### src/rtl/core_time_tracker_if.sv
// core_time_tracker_if: dispatcher-to-tracker start handshake.
interface core_time_tracker_if #(
    parameter int TIME_WID = 16,
    parameter int CID_WID  = 2
);
    logic                start_vld;
    logic [CID_WID-1:0]  start_core;
    logic [TIME_WID-1:0] start_time;
    logic                start_ack;
    modport master (output start_vld, start_core, start_time, input start_ack);
    modport slave  (input start_vld, start_core, start_time, output start_ack);
endinterface

### src/rtl/core_time_tracker.sv
// core_time_tracker: per-core IDLE/BUSY tracking of active event timestamps with sticky error flags.
module core_time_tracker #(
    parameter int NUM_CORE = 4,
    parameter int TIME_WID = 16,
    parameter int CID_WID  = $clog2(NUM_CORE)
) (
    input  logic                         clk,
    input  logic                         rst,
    core_time_tracker_if.slave           st,
    input  logic [NUM_CORE-1:0]          finish,
    input  logic [TIME_WID-1:0]          gvt,
    output logic [TIME_WID*NUM_CORE-1:0] core_times,
    output logic [NUM_CORE-1:0]          core_vld,
    output logic                         idle_vld,
    output logic [CID_WID-1:0]           idle_core,
    output logic [CID_WID:0]             busy_cnt,
    output logic [2:0]                   err
);
    localparam logic [0:0] IDLE = 1'b0;
    localparam logic [0:0] BUSY = 1'b1;
    logic [NUM_CORE-1:0] nxt;
    logic [CID_WID:0]    cnt;
    logic                hit_busy, hit_fin, accept, reject, fin_idle, causal;
    assign hit_busy = core_vld[st.start_core] == BUSY;
    assign hit_fin  = finish[st.start_core];
    // A finish landing with a start on the same busy core frees it first.
    assign accept   = st.start_vld && (!hit_busy || hit_fin);
    assign reject   = st.start_vld && hit_busy && !hit_fin;
    assign fin_idle = |(finish & ~core_vld);
    assign causal   = accept && (st.start_time < gvt);
    always_comb begin
        nxt = core_vld;
        cnt = '0;
        for (int k = 0; k < NUM_CORE; k++) begin
            nxt[k] = (accept && st.start_core == CID_WID'(k)) ? BUSY : (finish[k] ? IDLE : core_vld[k]);
            cnt = cnt + (CID_WID+1)'(nxt[k]);
        end
    end
    always_comb begin
        idle_core = '0;
        for (int k = NUM_CORE-1; k >= 0; k--)
            if (core_vld[k] == IDLE) idle_core = CID_WID'(k);
    end
    assign idle_vld = ~&core_vld;
    always_ff @(posedge clk) begin
        if (rst) begin
            core_vld     <= '0;
            core_times   <= '0;
            busy_cnt     <= '0;
            err          <= '0;
            st.start_ack <= 1'b0;
        end else begin
            core_vld     <= nxt;
            busy_cnt     <= cnt;
            err          <= err | {causal, fin_idle, reject};
            st.start_ack <= accept;
            for (int k = 0; k < NUM_CORE; k++)
                if (accept && st.start_core == CID_WID'(k))
                    core_times[TIME_WID*k +: TIME_WID] <= st.start_time;
        end
    end
endmodule

### src/flat_wrapper.sv
// flat-port wrapper written by rule: the top's interface ports become plain ports
module core_time_tracker_flat 
#(
    parameter int NUM_CORE = 4,
    parameter int TIME_WID = 16,
    parameter int CID_WID  = $clog2(NUM_CORE)
)
  (clk, rst, finish, gvt, core_times, core_vld, idle_vld, idle_core, busy_cnt, err, st_start_vld, st_start_core, st_start_time, st_start_ack);
  core_time_tracker_if #(.TIME_WID(TIME_WID), .CID_WID(CID_WID)) st_i ();
  input  logic clk;
  input  logic rst;
  input  logic [NUM_CORE-1:0] finish;
  input  logic [TIME_WID-1:0] gvt;
  output logic [TIME_WID*NUM_CORE-1:0] core_times;
  output logic [NUM_CORE-1:0] core_vld;
  output logic idle_vld;
  output logic [CID_WID-1:0] idle_core;
  output logic [CID_WID:0] busy_cnt;
  output logic [2:0] err;
  input wire logic [$bits(st_i.start_vld)-1:0] st_start_vld;
  input wire logic [$bits(st_i.start_core)-1:0] st_start_core;
  input wire logic [$bits(st_i.start_time)-1:0] st_start_time;
  output wire logic [$bits(st_i.start_ack)-1:0] st_start_ack;
  assign st_i.start_vld = st_start_vld;
  assign st_i.start_core = st_start_core;
  assign st_i.start_time = st_start_time;
  assign st_start_ack = st_i.start_ack;
  core_time_tracker #(.NUM_CORE(NUM_CORE), .TIME_WID(TIME_WID), .CID_WID(CID_WID)) u_core (.clk(clk), .rst(rst), .st(st_i), .finish(finish), .gvt(gvt), .core_times(core_times), .core_vld(core_vld), .idle_vld(idle_vld), .idle_core(idle_core), .busy_cnt(busy_cnt), .err(err));
endmodule
### config.mk
export PLATFORM = sky130hd
export DESIGN_NAME = core_time_tracker_flat
export DESIGN_NICKNAME = d
export VERILOG_FILES = /design/src/rtl/core_time_tracker_if.sv /design/src/rtl/core_time_tracker.sv /design/src/flat_wrapper.sv
export SDC_FILE = /design/constraint.sdc
export NUM_CORES = 1
export LEC_CHECK = 0
export CAP_MARGIN = 25
export CORE_UTILIZATION = 40
export CTS_CLUSTER_DIAMETER = 120
export CTS_CLUSTER_SIZE = 12
export DETAILED_ROUTE_END_ITERATION = 8
export GPL_ROUTABILITY_DRIVEN = 0
export PLACE_DENSITY = 0.74
export SLEW_MARGIN = 20
export SYNTH_ARGS = -nofsm -noshare
export SYNTH_HDL_FRONTEND = slang
export SYNTH_SLANG_ARGS = --single-unit
### constraint.sdc
create_clock -name clk -period 2.8 [get_ports clk]
set_input_delay 0.28 -clock clk [delete_from_list [all_inputs] [get_ports clk]]
set_output_delay 0.28 -clock clk [all_outputs]
set_load 0.05 [all_outputs]
==> results of run 1 <==
## kinds of logic after synthesis
| family | count (synthesis) | synth area share, % |
|---|---|---|
| AND/OR/NAND/NOR | 168 | 22.9 |
| AO/OA/AOI/OAI | 85 | 15.2 |
| flip-flops | 75 | 48.1 |
| buffers and inverters | 44 | 5.65 |
| adder cells (fa/ha/maj) | 18 | 7.45 |
| multiplexers | 1 | 0.721 |
## metal layers
metal	part of all wire, %	vias up
met1	44	1414
met4	0.88	0
met2	49	91
met5	0	-
li1	-	1515
met3	5.8	7
## worst max path at each step
stage                             startpoint                 end  slack, ns  cells past startpoint
after floorplan           u_core.core_vld[0]  u_core.busy_cnt[1]       0.15                     12
after global placement          st_start_vld  u_core.busy_cnt[1]       0.28                     10
after detailed placement        st_start_vld  u_core.busy_cnt[1]       0.24                     10
after CTS                       st_start_vld  u_core.busy_cnt[1]       0.60                     10
after global routing            st_start_vld  u_core.busy_cnt[1]       0.48                     10
final                           st_start_vld  u_core.busy_cnt[1]       0.58                     10
## area by class of cell
class	count	area [um^2]
Fill cell	663	2810
Sequential cell	75	1500
Tap cell	99	124
Inverter	23	86.3
Clock inverter	5	61.3
Timing Repair Buffer	127	1240
Clock buffer	10	138
Multi-Input combinational cell	272	1440
## through the flow
step / worst slack [ns] / power (mW) / hold WS, ns
floorplan: 0.148 / 1.42 / 0.394
global route: 0.482 / 2.53 / 0.473
global placement: 0.284 / 1.61 / 0.442
finish: 0.584 / 2.43 / 0.456
CTS: 0.603 / 2.46 / 0.457
detailed placement: 0.240 / 1.61 / 0.446
## flip-flops by register name, summed over array words and instances, names as in the netlist
register             flops
u_core.core_times       64
u_core.err               3
u_core.st.start_ack      1
u_core.core_vld          4
u_core.busy_cnt          3
## Yosys cell counts, types with 2 or more instances
cell type / count / share of area (%)
a211oi_1: 2 / 0.48
a21oi_1: 75 / 12
and4_1: 2 / 0.56
buf_2: 9 / 1.4
clkbuf_1: 12 / 1.4
dfxtp_1: 75 / 48
ha_1: 17 / 6.8
inv_1: 21 / 2.5
inv_2: 2 / 0.24
nand2_1: 133 / 16
nand2b_1: 4 / 0.80
nand3_1: 3 / 0.48
nand4_1: 3 / 0.60
nor2_1: 10 / 1.2
nor2b_1: 2 / 0.40
nor3_2: 2 / 0.64
or3_1: 2 / 0.40
## where the power goes
group	internal, mW	leakage (nW)	switching (mW)
Clock	0.438	0.103	0.408
Combinational	0.174	1.04	0.286
Sequential	1.10	0.610	0.0222
Total	1.72	1.75	0.715
## worst reg2reg max path, stage by stage (launching register included)
cell and delay [ns]:
dfxtp_1 0.38, inv_1 0.10, nor2_1 0.17, or3_1 0.15, nand2_1 0.06, ha_1 0.27
inv_1 0.05, fa_1 0.37, inv_1 0.06, ha_1 0.21, nor2b_1 0.13
==> results.md, run 1 <==
- Hold-fix buffers at CTS: 0
- M1 GR Usage: between 20 and 30%
- Row count: 31
- RSZ-0062 raised after global routing: false
- Setup Crit Path Kind: in2reg
- Clock latency on the worst-skew pair: between 0.3 and 0.4 ns
- Post-synth EDFFs: 0
- Placed cell count: between 500 and 600
- GR Util met3: between 4 and 5%
- Synth Register Bits: between 70 and 80
- Post-route cell area: about 4600 um^2
- Slew headroom: between 40% and 50%
- DR vias: between 3,000 and 4,000
- Mapped cell area: ~3100 um^2
- Die Y-Extent: around 90 um
- Final Hold Viols: 0
- DRT Pass-1 Iters: 4
- Delay-heaviest family, CP: buffers and inverters
- Clock Path Buffers: 2
- Worst hold path type: reg2reg
- Post-CTS sizing: 0
- Die area: ~8200 um^2
- Residual DRC: 0
- Final setup fails: 0
- Die Wd: around 90 um
- Worst r2r dst: u_core.busy_cnt[1]
- DR vias/cell: approximately 5.0
- Sequential cell area fraction in the yosys report: between 40% and 50%
- Crit path largest cell delay: around 0.60 ns
- Area after DPL: approximately 4400 um^2
- Final core occ: 62.1%
- WP buf/inv: 3
- Routed length per instance: approximately 14 um
- Clock transition at the registers of the reported paths: ~0.08 ns
- Worst Hold Depth: 2
- Crit path DAT: 2.41 ns
- Slowest-stage cell, CP: clkdlybuf4s50_1
- H-tree Lvls: 3
- Worst Hold Endpoint: u_core.core_times[21]
- CP Launch Type: input port
- Cell leakage power: 1.75 nW
- Synth warn: 0
- CTS root buffer: clkbuf_8
- Routed Wire Length: roughly 8.8 mm
- Max-cap violations: 0
- Main synth FF type: dfxtp_1
- R2r startpoint: u_core.core_vld[0]
- Worst Skew: about 0.0095 ns
- Met2 Use GR: 38.1%
- Post-DP HPWL: ~6.4 mm
- Part of the cycle the worst path needs: about four fifths
- Worst path required time: around 3 ns
- Peak VDD IR: approximately 220 uV
- TNS Setup: 0 ns
- GRT Util Overall: 22.4%
- Post-synth cell types: 34
- Syn Nets: 450
- Worst slew pin tran: ~0.80 ns
- Max Clock Freq: between 400 and 500 MHz
- Commonest non-fill, non-tap cell in the layout: nand2_1
- Worst path cell trace: clkdlybuf4s50_1, nand2b_1, or3_1, nand2_1, ha_1, inv_1, fa_1, inv_1, ha_1, nor2b_1
- Crit Path Max Fanout: 7
- Tmin final: approximately 2.2 ns
- Global-route wire length before repair: ~14 mm
- Initial Util: a little over two fifths
- Layout cells sized above 1: under 10%
- Status: finished, final reports clean
- I/O pin total: about 120
- # diodes: 0
- GRT busiest layer: met2
- R2R Setup Slk: ~0.70 ns
- Pin count of the biggest net entering global routing: 46
- Mean Syn Cell Area: ~8 um^2
- Number of port buffers: 118
- CTS Sinks: 75
- Hold Startpoint: u_core.core_times[21]
- Post-synthesis async set-or-reset flop share: 0%
- Initial antenna violation count: 0
- Antenna-violating nets left: 0
- Layout area overhead: 47.3%
- Total setup buffers inserted after CTS: 0
- Starting DRT DRC Count: 71
- Core area: 7410 um^2
- Reg2reg path depth: 10
- CTS tree: built
- Most frequent cells in the layout: nand2_1, clkdlybuf4s50_1, a21oi_1, dfxtp_1, inv_1
- CP Capture Type: register
- Grt ovf: 0
- Fin nets: 567
- PD cells: 529 nW/um^2
- Slew Limit Fails: 0
- CTS Buf Count: 9
- Non-Filler Instances: just over 600
- Synth Instances: 391
- Vias in the first global route: roughly 2,800
Note: power is estimated with default switching activity, not from simulation.
==> run 2: changes to the inputs <==
clock period = 2.1 ns   (was 2.8 ns; I/O delays follow)
==> results.md, run 2 (synthesized netlist as in run 1, its figures left out) <==
- Status: finished, final reports clean
- Residual DRC: 0
- Row count: 31
- Clock Path Buffers: 2
- PD cells: around 660 nW/um^2
- Cell leakage power: 1.86 nW
- CTS root buffer: clkbuf_8
- WL met2: between 4 and 5 mm
- Final Hold Viols: 0
- Most frequent cells in the layout: nand2_1, clkdlybuf4s50_1, a21oi_1
- CP Launch Type: register
- Antenna-violating nets left: 0
- Pin count of the biggest net entering global routing: 37
- Routed length per instance: approximately 15 um
- Final setup fails: 0
- Max Clock Freq: 497 MHz
- Worst path required time: 1.89 ns
- Setup Crit Path Kind: reg2out
- Grt ovf: 0
- CTS tree: built
- Core area: 7410 um^2
- # diodes: 0
- Initial Util: a little over two fifths
- Final worst setup slack: slightly below 0.09 ns
- Crit Path Max Fanout: 4
- DR vias/cell: 4.94
- GRT Util Overall: between 20% and 30%
- CTS Sinks: between 70 and 80
- DRT Pass-1 Iters: 5
- Die area: 8160 um^2
- Slew Limit Fails: 0
- Post-CTS sizing: 0
- Max-cap violations: 0
- Layout area overhead: 53.8%
- H-tree Lvls: 3
- Max reg flops: 64
- Slew headroom: between 50% and 60%
- Top sig layer: met4
- M1 WL: roughly 4.2 mm
- Initial antenna violation count: 0
- Total setup buffers inserted after CTS: 0
- Clock transition at the registers of the reported paths: 0.08 ns
- Part of the cycle the worst path needs: a little over nine tenths
- RSZ-0062 raised after global routing: false
- Starting DRT DRC Count: 88
- DR vias: 3,134
- CP Capture Type: primary output
- Worst hold path type: in2reg
- Clock latency on the worst-skew pair: approximately 0.34 ns
- Tmin final: 2.01 ns
- Number of port buffers: approximately 120
- Largest register by flop count: u_core.core_times
- Peak VDD IR: roughly 280 uV
- Die Y-Extent: 90.3 um
- Setup WS pre-CTS: -0.208 ns
- Layout cells sized above 1: 12.3%
- I/O pin total: about 120
- Biggest regs: u_core.core_times: 64 flops, u_core.core_vld: 4 flops
- Worst slew pin tran: approximately 0.69 ns
- Post-DP HPWL: about 6.8 mm
- DR WL met3: approximately 470 um
- CTS Buf Count: 9
- Worst Skew: between 0.01 and 0.015 ns
- Fin nets: just under 600
- Crit path DAT: 1.80 ns
- PnR Total Power: ~3.2 mW
- Min Hold Slack: between 0.3 and 0.4 ns
- Routed Wire Length: 9.28 mm
- Reg2reg path depth: 10
- Area after DPL: about 4600 um^2
- Die Wd: approximately 90 um
- Global-route wire length before repair: about 15 mm
- Worst Hold Depth: 2
- Final core occ: about two thirds
- Vias in the first global route: approximately 2,900
- Post-route cell area: around 4800 um^2
- Commonest non-fill, non-tap cell in the layout: nand2_1
- Hold-fix buffers at CTS: 0
run 2: power by group:
| part | total (mW) | switching (mW) | internal, mW |
|---|---|---|---|
| Sequential | 1.50 | 0.0308 | 1.47 |
| Combinational | 0.654 | 0.392 | 0.262 |
| Clock | 1.01 | 0.545 | 0.461 |
run 2: layout make-up:
type | count | area, um^2
sequential | 75 | 1510
clock buffer | 10 | 138
inverter | 23 | 88.8
clock inverter | 6 | 40.0
fill | 645 | 2610
multi-input combinational | 272 | 1470
tap | 99 | 124
timing repair buffer | 150 | 1430
run 2: critical path, stage by stage (launching register included):
cell	delay, ns
dfxtp_4	0.38
inv_4	0.04
a211oi_1	0.20
clkdlybuf4s50_1	0.84
run 2: final timing paths:
| path | slack (ns) | startpoint | endpoint |
|---|---|---|---|
| setup / recovery | 0.09 | u_core.core_vld[0] | idle_core[1] |
| hold / removal | 0.38 | rst | u_core.core_vld[2] |
| setup reg to reg | 0.10 | u_core.core_vld[0] | u_core.busy_cnt[1] |
| hold reg to reg | 0.46 | u_core.core_times[9] | u_core.core_times[9] |
run 2: routing by layer:
metal,track usage [%],vias to the layer above
met5,0,-
met3,5.64,15
met4,7.66,0
li1,-,1564
met1,30.2,1467
met2,38.5,88
run 2: per-stage QoR:
stage / TNS [ns] / instances
after floorplan: -0.0502 / 391
after global placement: -0.221 / 619
after detailed placement: -0.327 / 619
after CTS: 0 / 635
after global routing: 0 / 635
final: 0 / 635
==> run 3: changes to the inputs <==
SETUP_SLACK_MARGIN = 0.15   (was default)
==> results.md, run 3 (synthesized netlist as in run 1, its figures left out) <==
- Status: finished, final reports clean
- Slowest-stage cell, CP: or3_4
- Clock Path Buffers: 2
- Layout cells sized above 1: between 10% and 20%
- CP Launch Type: register
- Worst hold path type: in2reg
- Vias in the first global route: roughly 3,000
- Min Hold Slack: approximately 0.24 ns
- CTS root buffer: clkbuf_8
- Commonest non-fill, non-tap cell in the layout: nand2_1
- Setup WS pre-CTS: -0.221 ns
- Final Hold Viols: 0
- Pin count of the biggest net entering global routing: 40
- Peak VDD IR: about 360 uV
- Grt ovf: 0
- Clock latency on the worst-skew pair: approximately 0.35 ns
- Met2 Use GR: between 40% and 50%
- DR vias: ~3,200
- Area after DPL: 4660 um^2
- Antenna-violating nets left: 0
- Number of port buffers: between 100 and 150
- Max Clock Freq: between 500 and 600 MHz
- I/O pin total: 119
- Worst slew pin tran: approximately 0.53 ns
- Core area: 7410 um^2
- GRT Util Overall: about a quarter
- Tmin final: between 1.5 and 2 ns
- Residual DRC: 0
- # diodes: 0
- Storage cell area: 1510 um^2
- Hold-fix buffers at CTS: 0
- Total setup buffers inserted after CTS: 0
- Delay-heaviest family, CP: adder cells
- PD cells: roughly 650 nW/um^2
- Crit path largest cell delay: about 0.38 ns
- DR vias/cell: 4.96
- CTS tree: built
- Setup Crit Path Kind: reg2reg
- M1 GR Usage: 30.2%
- Die Wd: 90.3 um
- Die Y-Extent: around 90 um
- Placed cell count: 624
- Crit path DAT: around 2.1 ns
- Part of the cycle the worst path needs: around nine tenths
- DRT Pass-1 Iters: 6
- Final worst setup slack: 0.181 ns
- Largest register by flop count: u_core.core_times
- Non-Filler Instances: 639
- Fin nets: slightly below 600
- WP buf/inv: 3
- Final setup fails: 0
- Initial antenna violation count: 0
- Routed length per instance: roughly 15 um
- Worst path cell trace: inv_4, nor2_2, or3_4, nand2_4, ha_4, inv_2, fa_2, inv_1, ha_1, nor2b_1
- CP Capture Type: register
- GR Util met3: 4.12%
- Post-route cell area: 4830 um^2
- GRT busiest layer: met2
- CTS Sinks: 75
- R2R Setup Slk: 0.18 ns
- Slew headroom: between 60 and 70%
- Post-DP HPWL: roughly 7.0 mm
- RSZ-0062 raised after global routing: true
- Global-route wire length before repair: between 15 and 20 mm
- Most frequent cells in the layout: nand2_1, clkdlybuf4s50_1, a21oi_1
- Row count: 31
- H-tree Lvls: 3
- Die area: 8160 um^2
- Crit Path Max Fanout: 4
- Fill count: around 630
- Worst Skew: slightly above 0.005 ns
- Routed Wire Length: around 9.5 mm
- Clock transition at the registers of the reported paths: around 0.070 ns
- TNS Setup: 0 ns
- Cell leakage power: around 1.9 nW
- Initial Util: a little over two fifths
- Slew Limit Fails: 0
- Layout area overhead: 54.8%
- Max reg flops: 64
- Max-cap violations: 0
- Biggest regs: u_core.core_times: 64 flops, u_core.core_vld: 4 flops
- CTS Buf Count: 9
- Worst path required time: ~2.3 ns
- Starting DRT DRC Count: 138
- Multi-input gate area: between 1000 and 1500 um^2
==> run 3: worst register-to-register path: stages, from the launching register on <==
cell and delay (ns):
dfxtp_4 0.37, inv_4 0.07, nor2_2 0.04, or3_4 0.38, nand2_4 0.07, ha_4 0.12, inv_2 0.03, fa_2 0.33
inv_1 0.06, ha_1 0.21, nor2b_1 0.13
==> run 3: per-stage QoR <==
| step | power, mW | util, % |
|---|---|---|
| finish | 3.15 | 65.2 |
| global route | 3.28 | 65.2 |
| CTS | 3.15 | 65.2 |
| detailed placement | 2.20 | 62.9 |
| global placement | 2.19 | 62.9 |
| floorplan | 1.90 | - |
==> run 3: layout make-up <==
type                            count  area share (%)
Tap cell                           99            2.56
Timing Repair Buffer              155            30.3
Multi-Input combinational cell    272            30.6
Clock inverter                      5           0.595
Inverter                           23            1.84
Sequential cell                    75            31.2
Clock buffer                       10            2.85
==> run 3: metal layers <==
metal,vias up,share of wire [%]
li1,1574,-
met4,0,1.6
met3,10,6.6
met5,-,0
met1,1474,44
met2,110,48
==> run 3: final timing paths <==
| path | startpoint | to | cells past startpoint |
|---|---|---|---|
| worst max register to register | u_core.core_vld[0] | u_core.busy_cnt[1] | 10 |
| worst max-delay path | u_core.core_vld[0] | u_core.busy_cnt[1] | 10 |
| worst min register to register | u_core.core_times[27] | u_core.core_times[27] | 2 |
| worst min-delay path | rst | u_core.busy_cnt[0] | 2 |
==> run 3: report_power, final <==
group / switching (mW) / total [mW] / internal [mW]
Combinational: 0.397 / 0.666 / 0.269
Clock: 0.529 / 0.977 / 0.449
Sequential: 0.0311 / 1.50 / 1.47
==> run 3: timing repair <==
action	4_1_cts	5_1_grt
hold endpoints to repair	0	0
endpoints found under the setup margin	3	1
gates resized for setup	3	1
